## config.mk

```make
export PLATFORM = sky130hd
export DESIGN_NAME = alarm_sequencer
export DESIGN_NICKNAME = d
export VERILOG_FILES = /design/src/rtl/alarm_pkg.sv /design/src/rtl/ms_tick_gen.sv /design/src/rtl/alarm_sequencer.sv
export SDC_FILE = /design/constraint.sdc
export NUM_CORES = 1
export LEC_CHECK = 0
export BUFFER_PORTS_ARGS = -buffer_cell sky130_fd_sc_hd__clkbuf_2
export CAP_MARGIN = 20
export CORE_ASPECT_RATIO = 0.6
export CORE_MARGIN = 2
export CORE_UTILIZATION = 35
export CTS_CLUSTER_DIAMETER = 120
export DETAILED_ROUTE_END_ITERATION = 16
export PLACE_DENSITY = 0.49
export SLEW_MARGIN = 20
export SYNTH_ARGS = -nofsm -noshare
export SYNTH_HDL_FRONTEND = slang
export SYNTH_SLANG_ARGS = --single-unit
```

## constraint.sdc

```tcl
create_clock -name clk -period 3.13 [get_ports clk]
set_input_delay 0.313 -clock clk [delete_from_list [all_inputs] [get_ports clk]]
set_output_delay 0.313 -clock clk [all_outputs]
set_load 0.05 [all_outputs]
```

## src/rtl/alarm_pkg.sv

```systemverilog
// Shared types and constants for the alarm sequencer: FSM encoding,
// alert level encoding and the critical level class.
package alarm_pkg;

    // FSM encoding, also exported on fsm_state for debug LEDs
    typedef enum logic [1:0] {
        FSM_IDLE   = 2'd0,
        FSM_WARN   = 2'd1,
        FSM_URGENT = 2'd2,
        FSM_SNOOZE = 2'd3
    } fsm_e;

    // alert_lvl encoding seen by led_matrix / beep
    typedef enum logic [1:0] {
        LVL_NONE    = 2'd0,
        LVL_WARN    = 2'd1,
        LVL_URGENT  = 2'd2,
        LVL_SNOOZED = 2'd3
    } alert_lvl_e;

    // Highest level class; bypasses the warn stage when enabled
    localparam logic [2:0] CRIT_STATE = 3'd7;

    function automatic int unsigned max2(input int unsigned a, input int unsigned b);
        return (a > b) ? a : b;
    endfunction

endpackage

```

## src/rtl/ms_tick_gen.sv

```systemverilog
// Free-running prescaler producing a 1-cycle strobe every CLK_DIV clocks.
module ms_tick_gen #(
    parameter int CLK_DIV = 1000
) (
    input  logic clk,
    input  logic rst,
    output logic tick
);

    localparam int PW = (CLK_DIV > 1) ? $clog2(CLK_DIV) : 1;
    localparam logic [PW-1:0] LAST = PW'(CLK_DIV - 1);

    logic [PW-1:0] cnt;

    // Count 0..CLK_DIV-1 and wrap; never restarted by the FSM
    always_ff @(posedge clk) begin
        if (rst)              cnt <= '0;
        else if (cnt == LAST) cnt <= '0;
        else                  cnt <= cnt + 1'b1;
    end

    assign tick = (cnt == LAST);

endmodule

```

## src/rtl/alarm_sequencer.sv

```systemverilog
// Alert scheduler: turns the level class into beeper / blink enables with
// warn -> urgent escalation, acknowledge-with-snooze and auto clear.
// Optional macro CRITICAL_BYPASS_EN: level 7 forces URGENT from any state
// and masks acknowledges while it persists.
module alarm_sequencer
    import alarm_pkg::*;
#(
    parameter int         CLK_DIV      = 1000,
    parameter logic [2:0] ALARM_LEVEL  = 3'd4,
    parameter int         ESC_MS       = 3000,
    parameter int         SNOOZE_MS    = 5000,
    parameter int         BEEP_HALF_MS = 500
) (
    input  logic       clk,
    input  logic       rst,
    input  logic [2:0] state,
    input  logic       ack,
    output logic       beep_en,
    output logic       blink_en,
    output logic [1:0] alert_lvl,
    output logic [1:0] fsm_state
);

    localparam logic [1:0] IDLE   = FSM_IDLE;
    localparam logic [1:0] WARN   = FSM_WARN;
    localparam logic [1:0] URGENT = FSM_URGENT;
    localparam logic [1:0] SNOOZE = FSM_SNOOZE;

    localparam int MS_MAX = max2(ESC_MS, SNOOZE_MS);
    localparam int CW     = (MS_MAX > 1) ? $clog2(MS_MAX) : 1;
    localparam int PH_W   = (2 * BEEP_HALF_MS > 1) ? $clog2(2 * BEEP_HALF_MS) : 1;

    localparam logic [CW-1:0]   ESC_LAST = CW'(ESC_MS - 1);
    localparam logic [CW-1:0]   SNZ_LAST = CW'(SNOOZE_MS - 1);
    localparam logic [PH_W-1:0] PH_LAST  = PH_W'(2 * BEEP_HALF_MS - 1);
    localparam logic [PH_W-1:0] PH_HALF  = PH_W'(BEEP_HALF_MS);

    logic            tick;
    logic            ack_q;
    logic            ack_rise;
    logic            ack_eff;
    logic            alarm;
    logic [1:0]      fsm_q, fsm_d;
    logic [CW-1:0]   ms_cnt, ms_cnt_d;
    logic [PH_W-1:0] phase, phase_d;

    ms_tick_gen #(.CLK_DIV(CLK_DIV)) u_tick (
        .clk  (clk),
        .rst  (rst),
        .tick (tick)
    );

    assign ack_rise = ack & ~ack_q;
    assign alarm    = (state >= ALARM_LEVEL);

`ifdef CRITICAL_BYPASS_EN
    logic crit;
    assign crit    = (state == CRIT_STATE);
    assign ack_eff = ack_rise & ~crit;
`else
    assign ack_eff = ack_rise;
`endif

    // Next-state decision; clear beats ack, ack beats timer expiry
    always_comb begin
        fsm_d = fsm_q;
        case (fsm_q)
            IDLE:    if (alarm) fsm_d = WARN;
            WARN: begin
                if (!alarm)                         fsm_d = IDLE;
                else if (ack_eff)                   fsm_d = SNOOZE;
                else if (tick && ms_cnt == ESC_LAST) fsm_d = URGENT;
            end
            URGENT: begin
                if (!alarm)       fsm_d = IDLE;
                else if (ack_eff) fsm_d = SNOOZE;
            end
            default: begin
                if (!alarm)                         fsm_d = IDLE;
                else if (tick && ms_cnt == SNZ_LAST) fsm_d = WARN;
            end
        endcase
`ifdef CRITICAL_BYPASS_EN
        if (crit) fsm_d = URGENT;
`endif
    end

    // ms counter restarts on any state change; beep phase restarts on WARN entry
    always_comb begin
        ms_cnt_d = ms_cnt;
        phase_d  = phase;
        if (fsm_d != fsm_q)
            ms_cnt_d = '0;
        else if (tick && (fsm_q == WARN || fsm_q == SNOOZE))
            ms_cnt_d = ms_cnt + 1'b1;

        if (fsm_d != WARN || fsm_q != WARN)
            phase_d = '0;
        else if (tick)
            phase_d = (phase == PH_LAST) ? '0 : phase + 1'b1;
    end

    // State, timers and ack edge history
    always_ff @(posedge clk) begin
        if (rst) begin
            fsm_q  <= IDLE;
            ms_cnt <= '0;
            phase  <= '0;
            ack_q  <= 1'b1;  // a button held through reset is not an edge
        end else begin
            fsm_q  <= fsm_d;
            ms_cnt <= ms_cnt_d;
            phase  <= phase_d;
            ack_q  <= ack;
        end
    end

    // Registered outputs decoded from the state being entered
    always_ff @(posedge clk) begin
        if (rst) begin
            beep_en   <= 1'b0;
            blink_en  <= 1'b0;
            alert_lvl <= LVL_NONE;
        end else begin
            case (fsm_d)
                IDLE: begin
                    beep_en   <= 1'b0;
                    blink_en  <= 1'b0;
                    alert_lvl <= LVL_NONE;
                end
                WARN: begin
                    beep_en   <= (phase_d < PH_HALF);
                    blink_en  <= 1'b1;
                    alert_lvl <= LVL_WARN;
                end
                URGENT: begin
                    beep_en   <= 1'b1;
                    blink_en  <= 1'b1;
                    alert_lvl <= LVL_URGENT;
                end
                default: begin
                    beep_en   <= 1'b0;
                    blink_en  <= 1'b1;
                    alert_lvl <= LVL_SNOOZED;
                end
            endcase
        end
    end

    assign fsm_state = fsm_q;

endmodule

```

# Yosys cells after proc, flatten, opt, wreduce, memory -nomap -nowiden
# Cells that the tools add are included.
[op_classes]
n_lt_le_gt_ge = 2
eq_ne = 12
mux = 15
reduce_logical = 9
add_sub_neg = 3
bitwise_logic = 2
[ops]
columns = ["cell", "count"]
rows = [
  ["10-bit 2-to-1 mux", 3],
  ["10-bit by 1-bit adder with 10-bit output, second input constant", 2],
  ["10-bit == test, second input constant", 2],
  ["2-bit 2-to-1 mux", 8],
  ["13-bit by 1-bit adder with 13-bit output, second input constant", 1],
  ["13-bit by 12-bit == test with 1-bit output, second input constant", 1],
  ["13-bit == test, second input constant", 1],
  ["2-bit one-hot mux with 3 select lines", 2],
  ["10-bit by 9-bit < comparator with 1-bit output, second input constant", 1],
  ["2-bit == test, second input constant", 3],
  ["2-bit by 1-bit == test with 1-bit output, second input constant", 2],
  ["2-bit zero test", 2],
  ["2-bit by 1-bit inequality test with 1-bit output, second input constant", 2],
  ["2-bit OR reduction", 2],
  ["3-bit greater-or-equal comparator, second input constant", 1],
  ["1-bit logical AND", 3],
  ["1-bit logical OR", 2],
  ["2-bit inequality test", 1],
  ["1-bit one-hot mux with 2 select lines", 1],
  ["1-bit AND", 1],
  ["1-bit 2-to-1 mux", 1],
  ["1-bit inverter", 1],
]
[totals]
out_inout_bits = 6
inputBits = 6
register_bits = 40

# Longest topological paths before layout
# Gate-level depths: netlist (run 1).
[depth]
depth_word = 11
depth_mapped = 12
ltp_nobuf = 12

# By module
# Synthesis (run 1) repeated with hierarchy kept, for this count alone.
[unflattened]
cells_unflattened = 237
area_unflattened_um2 = 2006.9
[by_module_without_submodules]
columns = ["module", "instances", "area_per_inst_um2", "cells_each"]
rows = [
  ["alarm_sequencer", 1, 1516.5, 181],
  ["ms_tick_gen", 1, 490.5, 56],
]

# Least setup slack after synthesis (run 1)
# OpenSTA, ideal clock, no wires.
[synth_path]
path_type = "flip-flop to flip-flop"
startpoint = "register u_tick.cnt[0]"
endpoint = "register beep_en"
path_buffers = 0
setup_slack_ns = 0.431
period_less_slack_ns = 2.699
arrival_ns = 2.568
setup_time_ns = 0.131
stages_incl_launch_ff = 12
path_cell_list = "dfxtp_1 ha_1 nand3b_4 nor4_2 nand3_1 o2bb2ai_1 and2_1 ha_1 nor4_1 o311ai_1 a2111oi_0 nor3_1"
[synth_between]
elab_chain_len = 11
elab_cells_between_ends = 17
[synth_rtl]
columns = ["item", "line", "text"]
rows = [
  ["start, declared", "ms_tick_gen.sv:13", "logic [PW-1:0] cnt;"],
  ["start signal, assigned", "ms_tick_gen.sv:19", "else cnt <= cnt + 1'b1;"],
  ["10-bit == test *", "ms_tick_gen.sv:22", "assign tick = (cnt == LAST);"],
  ["1-bit logical AND", "alarm_sequencer.sv:72", "else if (tick && ms_cnt == ESC_LAST) fsm_d = URGENT;"],
  ["2-bit 2-to-1 mux", "alarm_sequencer.sv:72", ""],
  ["2-bit 2-to-1 mux", "alarm_sequencer.sv:71", "else if (ack_eff) fsm_d = SNOOZE;"],
  ["2-bit 2-to-1 mux", "alarm_sequencer.sv:70", "if (!alarm) fsm_d = IDLE;"],
  ["2-bit one-hot mux with 3 select lines *", "alarm_sequencer.sv:67", "case (fsm_q)"],
  ["named net fsm_d[1]", "alarm_sequencer.sv:43", "logic [1:0] fsm_q, fsm_d;"],
  ["2-bit by 1-bit inequality test with 1-bit output", "alarm_sequencer.sv:97", "if (fsm_d != WARN || fsm_q != WARN)"],
  ["1-bit logical OR", "alarm_sequencer.sv:97", ""],
  ["10-bit 2-to-1 mux", "alarm_sequencer.sv:97", ""],
  ["10-bit by 9-bit < comparator with 1-bit output", "alarm_sequencer.sv:132", "beep_en <= (phase_d < PH_HALF);"],
  ["1-bit one-hot mux with 2 select lines *", "alarm_sequencer.sv:125", "case (fsm_d)"],
  ["end signal, assigned", "alarm_sequencer.sv:132", ""],
  ["end, declared", "alarm_sequencer.sv:18", "output logic beep_en,"],
]
# The timed path passes the listed nets; every way through them passes the cells marked *.
# A chain may end at the register's enable or synchronous reset.

# Worst setup path in the final report (run 1)
# Ends and elaborated chain as after synthesis.

==> results of run 1 <==
==> cell type report <==
class | count | area, µm²
repair buffers | 18 | 113
inverters | 3 | 11.3
fillers | 566 | 3300
well taps | 80 | 100
multi-input cells | 188 | 1190
flip-flops and latches | 39 | 781
clock buffers | 8 | 100
==> worst register-to-register path: stages (launching register included) <==
cell	delay, ns
sky130_fd_sc_hd__dfxtp_1	0.38
sky130_fd_sc_hd__ha_1	0.24
sky130_fd_sc_hd__nand3b_4	0.14
sky130_fd_sc_hd__nor4_2	0.36
sky130_fd_sc_hd__nand3_1	0.12
sky130_fd_sc_hd__o2bb2ai_1	0.17
sky130_fd_sc_hd__and2_1	0.18
sky130_fd_sc_hd__ha_1	0.22
sky130_fd_sc_hd__nor4_1	0.28
sky130_fd_sc_hd__o311ai_1	0.15
sky130_fd_sc_hd__a2111oi_1	0.40
sky130_fd_sc_hd__nor3_1	0.11
==> through the flow <==
step	utilization (%)	area [µm²]	std cells	worst slack, ns	hold WS (ns)
global route	41.1	2300	336	0.0422	0.251
CTS	41.0	2300	336	0.210	0.232
detailed placement	39.3	2200	328	0.232	0.483
global placement	39.3	2200	328	0.340	0.469
finish	41.1	2300	336	0.268	0.239
floorplan	-	2040	241	0.431	0.389
==> where the power goes <==
part	internal [µW]	switching (µW)
Combinational	16.1	35.0
Sequential	502	4.74
Clock	201	173
==> registers in the layout (all words and copies together), names as in the netlist <==
| register | count |
|---|---|
| ack_q | 1 |
| alert_lvl | 2 |
| beep_en | 1 |
| blink_en | 1 |
| fsm_state | 1 |
| ms_cnt | 13 |
| phase | 10 |
| u_tick.cnt | 10 |
==> layout by cell type, fill, tap and decap left out, types with 4 or more instances in the layout <==
cell type                   n
sky130_fd_sc_hd__ha_1       7
sky130_fd_sc_hd__clkbuf_2   9
sky130_fd_sc_hd__nand3_1   22
sky130_fd_sc_hd__o21ai_0    6
sky130_fd_sc_hd__xnor2_1    8
sky130_fd_sc_hd__a21oi_1   10
sky130_fd_sc_hd__nor3b_1    4
sky130_fd_sc_hd__nand2_1   13
sky130_fd_sc_hd__nand2b_1   6
sky130_fd_sc_hd__dfxtp_1   39
sky130_fd_sc_hd__xor2_1    15
sky130_fd_sc_hd__nand4_1    5
sky130_fd_sc_hd__clkbuf_8   7
sky130_fd_sc_hd__nor2_1    34
sky130_fd_sc_hd__buf_4      9
sky130_fd_sc_hd__nor4_1     7
sky130_fd_sc_hd__nor3_1     9
==> worst min path at each step <==
stage / from / endpoint / slack (ns) / depth (start not counted)
floorplan: rst / u_tick.cnt[1] / 0.39 / 1
global placement: ms_cnt[1] / ms_cnt[1] / 0.47 / 2
detailed placement: u_tick.cnt[0] / u_tick.cnt[0] / 0.48 / 1
CTS: ack / ack_q / 0.23 / 2
global route: ack / ack_q / 0.25 / 2
finish: ack / ack_q / 0.24 / 2
==> what timing repair did <==
item,CTS,global route
hold endpoints to repair,0,0
resized for setup,0,1
endpoints found under the setup margin,0,1
==> cell families (layout without fill, tap and decap cells) <==
kind of cell / count (synthesis) / in the layout / share of synthesized area (%)
compound gates: 33 / 33 / 10.7
xor+xnor: 23 / 23 / 9.86
fa+ha+maj: 7 / 7 / 4.29
buf+inv: 14 / 29 / 3.43
flops: 39 / 39 / 38.2
mux: 1 / 1 / 0.490
simple gates: 124 / 124 / 33.0
==> layer usage <==
metal | vias up | GRT usage (%)
met4 | 0 | 4.00
li1 | 885 | -
met3 | 2 | 3.77
met2 | 36 | 19.8
met5 | - | 0
met1 | 757 | 23.8
==> metrics.txt, run 1 <==
# TYPE chip_impl_metric gauge
chip_impl_info{name="hp-class",value="primary input to register"} 1
chip_impl_metric{name="synth_edf_count",unit=""} 0
chip_impl_metric{name="cellPowerDensity",unit="nW/µm²"} 405
chip_impl_metric{name="via_count",unit=""} 1680
chip_impl_metric{name="reg2reg_depth",unit=""} 11
chip_impl_metric{name="cts_made_buffers",unit=""} 5
chip_impl_metric{name="yosys_register_bits",unit=""} 39
chip_impl_metric{name="route.detailed.wl_per_inst",unit="µm"} 12.4
chip_impl_metric{name="design.core.area",unit="µm²"} 5600
chip_impl_metric{name="cts_buffer_depth",unit=""} 2
chip_impl_metric{name="layout-drive-gt1-share",unit="%"} 12.1
chip_impl_metric{name="cp_slowest_stage_delay",unit="ns"} 0.40
chip_impl_metric{name="maxCapViolations",unit=""} 0
chip_impl_metric{name="max_rail_drop_vdd",unit="µV"} 185
chip_impl_metric{name="r2r_slack",unit="ns"} 0.27
chip_impl_metric{name="syn_inst_count",unit=""} 241
chip_impl_metric{name="critPathArrivalTime",unit="ns"} 3.02
chip_impl_info{name="critical_path_class",value="register to register"} 1
chip_impl_metric{name="final_antenna_net_count",unit=""} 0
chip_impl_metric{name="cts_num_sinks",unit=""} 39
chip_impl_info{name="timing.critical_path.to",value="beep_en"} 1
chip_impl_metric{name="hpwl",unit="µm"} 3050
chip_impl_metric{name="insertion_delay",unit="ns"} 0.29
chip_impl_info{name="clk_root_buffer_cell",value="sky130_fd_sc_hd__clkbuf_8"} 1
chip_impl_metric{name="post-cts-setup-buffer-count",unit=""} 0
chip_impl_info{name="critical_path.top_delay_family",value="simple AND/OR/NAND/NOR gates"} 1
chip_impl_metric{name="finalSetupViolations",unit=""} 0
chip_impl_metric{name="synthesis.nets",unit=""} 254
chip_impl_metric{name="post_drt_via_cell_ratio",unit=""} 5.00
chip_impl_metric{name="port_buffers",unit=""} 9
chip_impl_metric{name="globalplace.congestion",unit=""} 0.788
chip_impl_metric{name="design.portCount",unit=""} 12
chip_impl_metric{name="met2_wirelength",unit="µm"} 1480
chip_impl_metric{name="first_pass_grt_wire_length",unit="µm"} 7730
chip_impl_info{name="outcome",value="finished clean"} 1
chip_impl_metric{name="cp.depth",unit=""} 11
chip_impl_info{name="critical_path.cell_chain",value="ha_1 -> nand3b_4 -> nor4_2 -> nand3_1 -> o2bb2ai_1 -> and2_1 -> ha_1 -> nor4_1 -> o311ai_1 -> a2111oi_1 -> nor3_1"} 1
chip_impl_metric{name="period_share",unit="%"} 91.4
chip_impl_info{name="grt_setup_unrepaired",value="false"} 1
chip_impl_info{name="worstReg2RegEnd",value="beep_en"} 1
chip_impl_metric{name="finalCriticalPeriod",unit="ns"} 2.86
chip_impl_info{name="endpoint_kind",value="register"} 1
chip_impl_metric{name="initial_utilization",unit="%"} 36.5
chip_impl_metric{name="m1WireLength",unit="µm"} 2450
chip_impl_info{name="setup.worst_path.start",value="u_tick.cnt[0]"} 1
chip_impl_metric{name="worst_slew_pin_slew",unit="ns"} 0.736
chip_impl_metric{name="grt_max_degree",unit=""} 17
chip_impl_metric{name="grt_remaining_overflow",unit=""} 0
chip_impl_metric{name="hold_viol",unit=""} 0
chip_impl_metric{name="leakagePower",unit="µW"} 0.000820
chip_impl_metric{name="antenna_violations_before_repair",unit=""} 0
chip_impl_metric{name="maxSlewViolCount",unit=""} 0
chip_impl_info{name="tritoncts",value="done"} 1
chip_impl_metric{name="post-route-drc-count",unit=""} 0
chip_impl_info{name="top_layer",value="met4"} 1
chip_impl_metric{name="worstPathBufferInverterCount",unit=""} 0
chip_impl_metric{name="path_clk_slew",unit="ns"} 0.08
chip_impl_metric{name="postSynthAreaPerCell",unit="µm²"} 8.48
chip_impl_metric{name="critical_path.max_fanout",unit=""} 7
chip_impl_metric{name="die_w",unit="µm"} 103
chip_impl_metric{name="die_height",unit="µm"} 63.2
chip_impl_info{name="yosys.cell_count.top_type",value="sky130_fd_sc_hd__dfxtp_1"} 1
chip_impl_metric{name="synth_area",unit="µm²"} 2040
chip_impl_info{name="netlist_top_cells_count",value="39 x sky130_fd_sc_hd__dfxtp_1, 34 x sky130_fd_sc_hd__nor2_1, 22 x sky130_fd_sc_hd__nand3_1, 15 x sky130_fd_sc_hd__xor2_1, 13 x sky130_fd_sc_hd__nand2_1"} 1
chip_impl_metric{name="antenna_cells",unit=""} 0
chip_impl_info{name="postSynth.topFlopCell",value="sky130_fd_sc_hd__dfxtp_1"} 1
chip_impl_metric{name="floorplan.die_area",unit="µm²"} 6490
chip_impl_metric{name="drt_first_iter_violations",unit=""} 70
chip_impl_metric{name="synth_top_cell_area_share",unit="%"} 38.2
chip_impl_metric{name="rows",unit=""} 21
chip_impl_info{name="synth_largest_area_cell",value="sky130_fd_sc_hd__dfxtp_1"} 1
chip_impl_metric{name="ys_async_sr_fraction",unit="%"} 0
chip_impl_metric{name="fmax",unit="MHz"} 349
chip_impl_metric{name="clock-skew-final",unit="ns"} 0.00806
chip_impl_info{name="synth_top_cells_by_area",value="sky130_fd_sc_hd__dfxtp_1 38%, sky130_fd_sc_hd__xor2_1 6.4%, sky130_fd_sc_hd__nor2_1 6.2%"} 1
chip_impl_metric{name="finalNetCount",unit=""} 268
chip_impl_info{name="timing.rr.start",value="u_tick.cnt[0]"} 1
chip_impl_metric{name="ctsHtreeMaxLevel",unit=""} 2
chip_impl_info{name="crit_path_top_delay_cell",value="sky130_fd_sc_hd__a2111oi_1"} 1
chip_impl_metric{name="setup_tns",unit="ns"} 0
chip_impl_metric{name="yosys_warnings",unit=""} 0
chip_impl_metric{name="number_of_global_route_vias_before_repair",unit=""} 1619
chip_impl_metric{name="holdBufCountCts",unit=""} 0
chip_impl_metric{name="gr-usage-all-layers",unit="%"} 15.1
chip_impl_metric{name="slew-limit-headroom",unit="%"} 50.5
chip_impl_info{name="critPathMostFrequentCell",value="sky130_fd_sc_hd__ha_1"} 1
chip_impl_metric{name="yosysUniqueCellTypes",unit=""} 45
chip_impl_metric{name="fin_total_pwr",unit="µW"} 932
chip_impl_metric{name="drt_first_pass_iters",unit=""} 4
chip_impl_metric{name="wl",unit="µm"} 4180
chip_impl_metric{name="syn_to_final_growth",unit="%"} 12.5
chip_impl_metric{name="crit_path_required_time",unit="ns"} 3.29
chip_impl_metric{name="synth.yosys.seq_area_share",unit="%"} 38.2
chip_impl_info{name="timing.critical_path.from_type",value="register"} 1
chip_impl_metric{name="met3RoutedLength",unit="µm"} 229
(Power assumes the default switching activity.)
==> inputs of run 2 (changes only) <==
Settings changed: SYNTH_HIERARCHICAL set to 1.
==> run 2 against run 1 <==
  * Synthesized area decreased by 1.8%
  * Worst hold slack got worse by 0.0087 ns
  * First-iteration DRC count increased by 1.4%
  * Die area decreased by 1.7%
  * Sequential cell count unchanged
  * Non-clock buffer count decreased by 2
  * Largest cell class unchanged
==> metrics.txt, run 2 <==
# TYPE chip_impl_metric gauge
chip_impl_info{name="timing.critical_path.from_type",value="register"} 1
chip_impl_metric{name="rows",unit=""} 21
chip_impl_metric{name="finalSetupViolations",unit=""} 0
chip_impl_metric{name="synth_top_cell_area_share",unit="%"} 38.9
chip_impl_metric{name="largest_register_ff_count",unit=""} 13
chip_impl_metric{name="globalplace.congestion",unit=""} 0.778
chip_impl_metric{name="ys_async_sr_fraction",unit="%"} 0
chip_impl_metric{name="multi_input_area",unit="µm²"} 1180
chip_impl_metric{name="hold_viol",unit=""} 0
chip_impl_info{name="timing.rr.start",value="u_tick/cnt[0]"} 1
chip_impl_metric{name="finalCriticalPeriod",unit="ns"} 2.91
chip_impl_metric{name="critical_path.max_fanout",unit=""} 4
chip_impl_metric{name="synth_area",unit="µm²"} 2010
chip_impl_metric{name="drt_first_iter_violations",unit=""} 71
chip_impl_metric{name="design.core.area",unit="µm²"} 5540
chip_impl_metric{name="gr-usage-all-layers",unit="%"} 14.2
chip_impl_metric{name="stdcell_count",unit=""} 333
chip_impl_metric{name="via_count",unit=""} 1593
chip_impl_metric{name="post_cts_resize_count",unit=""} 0
chip_impl_metric{name="placedInstanceArea",unit="µm²"} 2160
chip_impl_metric{name="layout-drive-gt1-share",unit="%"} 14.6
chip_impl_info{name="critical_path.cell_chain",value="ha_1 -> nand4bb_1 -> nor3_2 -> buf_4 -> nand2_4 -> or4_4 -> o21ai_2 -> or2_2 -> ha_1 -> nand2_1 -> buf_4 -> nor4bb_2 -> a41oi_1"} 1
chip_impl_metric{name="final-seq-area",unit="µm²"} 781
chip_impl_metric{name="path_clk_slew",unit="ns"} 0.08
chip_impl_metric{name="synthesis.nets",unit=""} 250
chip_impl_metric{name="die_w",unit="µm"} 102
chip_impl_metric{name="worstPathBufferInverterCount",unit=""} 2
chip_impl_metric{name="critPathArrivalTime",unit="ns"} 3.05
chip_impl_metric{name="postSynthAreaPerCell",unit="µm²"} 8.47
chip_impl_metric{name="synth.yosys.seq_area_share",unit="%"} 38.9
chip_impl_metric{name="first_pass_grt_wire_length",unit="µm"} 7130
chip_impl_metric{name="initial_utilization",unit="%"} 36.2
chip_impl_metric{name="synth-compound-area-share",unit="%"} 10.3
chip_impl_metric{name="synthXorXnorAreaFrac",unit="%"} 9.60
chip_impl_info{name="worst_hold_startpoint",value="ack"} 1
chip_impl_info{name="biggestRegsByFlops",value="ms_cnt (13), phase (10), u_tick/cnt (10)"} 1
chip_impl_metric{name="antenna_cells",unit=""} 0
chip_impl_metric{name="finalWorstSetupSlack",unit="ns"} 0.222
chip_impl_metric{name="antenna_violations_before_repair",unit=""} 0
chip_impl_metric{name="port_buffers",unit=""} 9
chip_impl_info{name="setup.worst_path.start",value="u_tick/cnt[0]"} 1
chip_impl_metric{name="number_of_global_route_vias_before_repair",unit=""} 1425
chip_impl_metric{name="cts_made_buffers",unit=""} 5
chip_impl_metric{name="syn_inst_count",unit=""} 237
chip_impl_info{name="hp-class",value="primary input to register"} 1
chip_impl_metric{name="finalNetCount",unit=""} 266
chip_impl_info{name="critical_path_class",value="register to register"} 1
chip_impl_metric{name="yosys_warnings",unit=""} 6
chip_impl_metric{name="die_height",unit="µm"} 62.7
chip_impl_metric{name="finalCoreUtilization",unit="%"} 40.7
chip_impl_info{name="tritoncts",value="done"} 1
chip_impl_metric{name="cts_num_sinks",unit=""} 39
chip_impl_info{name="netlist_top_cells_count",value="43 x sky130_fd_sc_hd__nor2_1, 39 x sky130_fd_sc_hd__dfxtp_1, 20 x sky130_fd_sc_hd__nand2_1, 12 x sky130_fd_sc_hd__xnor2_1, 11 x sky130_fd_sc_hd__nand3_1"} 1
chip_impl_metric{name="cp_slowest_stage_delay",unit="ns"} 0.48
chip_impl_metric{name="cellPowerDensity",unit="nW/µm²"} 404
chip_impl_metric{name="max_rail_drop_vdd",unit="µV"} 133
chip_impl_info{name="yosys.cell_count.top_type",value="sky130_fd_sc_hd__nor2_1"} 1
chip_impl_info{name="final_common_cell",value="sky130_fd_sc_hd__nor2_1"} 1
chip_impl_metric{name="ctsHtreeMaxLevel",unit=""} 2
chip_impl_metric{name="post-cts-setup-buffer-count",unit=""} 0
chip_impl_info{name="postSynth.topFlopCell",value="sky130_fd_sc_hd__dfxtp_1"} 1
chip_impl_metric{name="slew-limit-headroom",unit="%"} 73.8
chip_impl_info{name="clk_root_buffer_cell",value="sky130_fd_sc_hd__clkbuf_8"} 1
chip_impl_metric{name="placement.setup.worst_slack",unit="ns"} 0.208
chip_impl_metric{name="leakagePower",unit="µW"} 0.000775
chip_impl_metric{name="yosysUniqueCellTypes",unit=""} 47
chip_impl_info{name="largest-register",value="ms_cnt"} 1
chip_impl_info{name="endpoint_kind",value="register"} 1
chip_impl_metric{name="fmax",unit="MHz"} 344
chip_impl_info{name="main_combinational_cell_family_by_area_after_synthesis",value="simple AND/OR/NAND/NOR gates"} 1
chip_impl_metric{name="clock-skew-final",unit="ns"} 0.00810
chip_impl_metric{name="synth_edf_count",unit=""} 0
chip_impl_info{name="most-common-layout-cells",value="43 x sky130_fd_sc_hd__nor2_1, 39 x sky130_fd_sc_hd__dfxtp_1, 19 x sky130_fd_sc_hd__nand2_1, 12 x sky130_fd_sc_hd__xnor2_1, 11 x sky130_fd_sc_hd__nand3_1"} 1
chip_impl_metric{name="finalHoldWorstSlack",unit="ns"} 0.230
chip_impl_metric{name="insertion_delay",unit="ns"} 0.29
chip_impl_metric{name="maxSlewViolCount",unit=""} 0
chip_impl_info{name="crit_path_top_delay_cell",value="sky130_fd_sc_hd__or4_4"} 1
chip_impl_metric{name="worst_slew_pin_slew",unit="ns"} 0.390
chip_impl_metric{name="floorplan.die_area",unit="µm²"} 6380
chip_impl_metric{name="place.detailed.instances",unit=""} 326
chip_impl_metric{name="post_drt_via_cell_ratio",unit=""} 4.78
chip_impl_metric{name="cts_buffer_depth",unit=""} 2
chip_impl_info{name="synth_top_cells_by_area",value="sky130_fd_sc_hd__dfxtp_1 39%, sky130_fd_sc_hd__nor2_1 8.0%, sky130_fd_sc_hd__xnor2_1 5.2%"} 1
chip_impl_metric{name="grt_remaining_overflow",unit=""} 0
chip_impl_metric{name="drt_first_pass_iters",unit=""} 4
chip_impl_metric{name="grt_max_degree",unit=""} 17
chip_impl_metric{name="synth-simple-area-share",unit="%"} 32.6
chip_impl_metric{name="final_antenna_net_count",unit=""} 0
chip_impl_metric{name="syn_to_final_growth",unit="%"} 12.5
chip_impl_metric{name="hpwl",unit="µm"} 3000
chip_impl_metric{name="crit_path_required_time",unit="ns"} 3.27
chip_impl_metric{name="maxCapViolations",unit=""} 0
chip_impl_metric{name="route.detailed.wl_per_inst",unit="µm"} 12.1
chip_impl_metric{name="area_share_of_fa_ha_maj_cells_after_synthesis",unit="%"} 4.36
chip_impl_metric{name="post-route-drc-count",unit=""} 0
chip_impl_info{name="critical_path.top_delay_family",value="simple AND/OR/NAND/NOR gates"} 1
chip_impl_metric{name="layout.cell_area.non_filler",unit="µm²"} 2260
chip_impl_metric{name="n_fill_cell",unit=""} 576
chip_impl_metric{name="yosys_register_bits",unit=""} 39
chip_impl_metric{name="holdBufCountCts",unit=""} 0
chip_impl_metric{name="period_share",unit="%"} 92.9
chip_impl_info{name="outcome",value="finished clean"} 1
chip_impl_metric{name="synthMuxAreaShare",unit="%"} 0.998
chip_impl_metric{name="wl",unit="µm"} 4020
chip_impl_info{name="synth_largest_area_cell",value="sky130_fd_sc_hd__dfxtp_1"} 1
chip_impl_metric{name="design.portCount",unit=""} 12
## run 2: cell types whose count changed after synthesis, sizes merged, moves of 4 or more
cell   previous run  this run
nand3            22        12
xor2             15        10
nor4              8         2
nor2             34        43
nand2            13        21
xnor2             8        12
nor3b             4         0
## run 2: worst reg2reg max path, cell delays in order, from the launching register on
cell and delay (ns):
sky130_fd_sc_hd__dfxtp_1 0.37, sky130_fd_sc_hd__ha_1 0.18, sky130_fd_sc_hd__nand4bb_1 0.21, sky130_fd_sc_hd__nor3_2 0.16
sky130_fd_sc_hd__buf_4 0.16, sky130_fd_sc_hd__nand2_4 0.07, sky130_fd_sc_hd__or4_4 0.48, sky130_fd_sc_hd__o21ai_2 0.18
sky130_fd_sc_hd__or2_2 0.16, sky130_fd_sc_hd__ha_1 0.16, sky130_fd_sc_hd__nand2_1 0.08, sky130_fd_sc_hd__buf_4 0.15
sky130_fd_sc_hd__nor4bb_2 0.26, sky130_fd_sc_hd__a41oi_1 0.16
## run 2: layout make-up
class / instances / share of cell area (%)
multi-input combinational: 187 / 52.1
sequential: 39 / 34.6
timing repair buffer: 16 / 4.32
clock buffer: 6 / 3.66
inverter: 4 / 0.665
clock inverter: 1 / 0.222
tap: 80 / 4.43
## run 2: cell families (layout without fill, tap and decap cells)
kind of cell	count (synthesis)	count (layout)
compound gates	31	31
mux	2	2
buf+inv	11	27
simple gates	125	125
xor+xnor	22	22
flops	39	39
fa+ha+maj	7	7
## run 2: power breakdown
part	total [µW]	internal (µW)	switching, µW
clock network	341	173	168
registers	512	505	7.27
logic	59.6	20.6	38.9
total	913	698	214
## run 2: layer usage
metal	GRT usage, %	up-vias	routed length [µm]
met5	0	-	0
met2	15.6	24	1280
li1	-	861	-
met3	3.80	5	199
met4	4.56	0	34
met1	24.4	703	2500
## run 2: path summary, 6_finish.rpt
kind | to | slack (ns) | cells after the start
worst max register to register | beep_en | 0.22 | 13
worst min register to register | u_tick/cnt[0] | 0.46 | 1
worst max-delay path | beep_en | 0.22 | 13
worst min-delay path | ack_q | 0.23 | 2
## run 2: per-stage QoR
| stage | TNS (ns) | power (µW) |
|---|---|---|
| 2_1_floorplan | 0 | 568 |
| 3_3_place_gp | 0 | 584 |
| 3_5_place_dp | 0 | 583 |
| 4_1_cts | 0 | 934 |
| 5_1_grt | -0.00250 | 966 |
| 6_report | 0 | 913 |
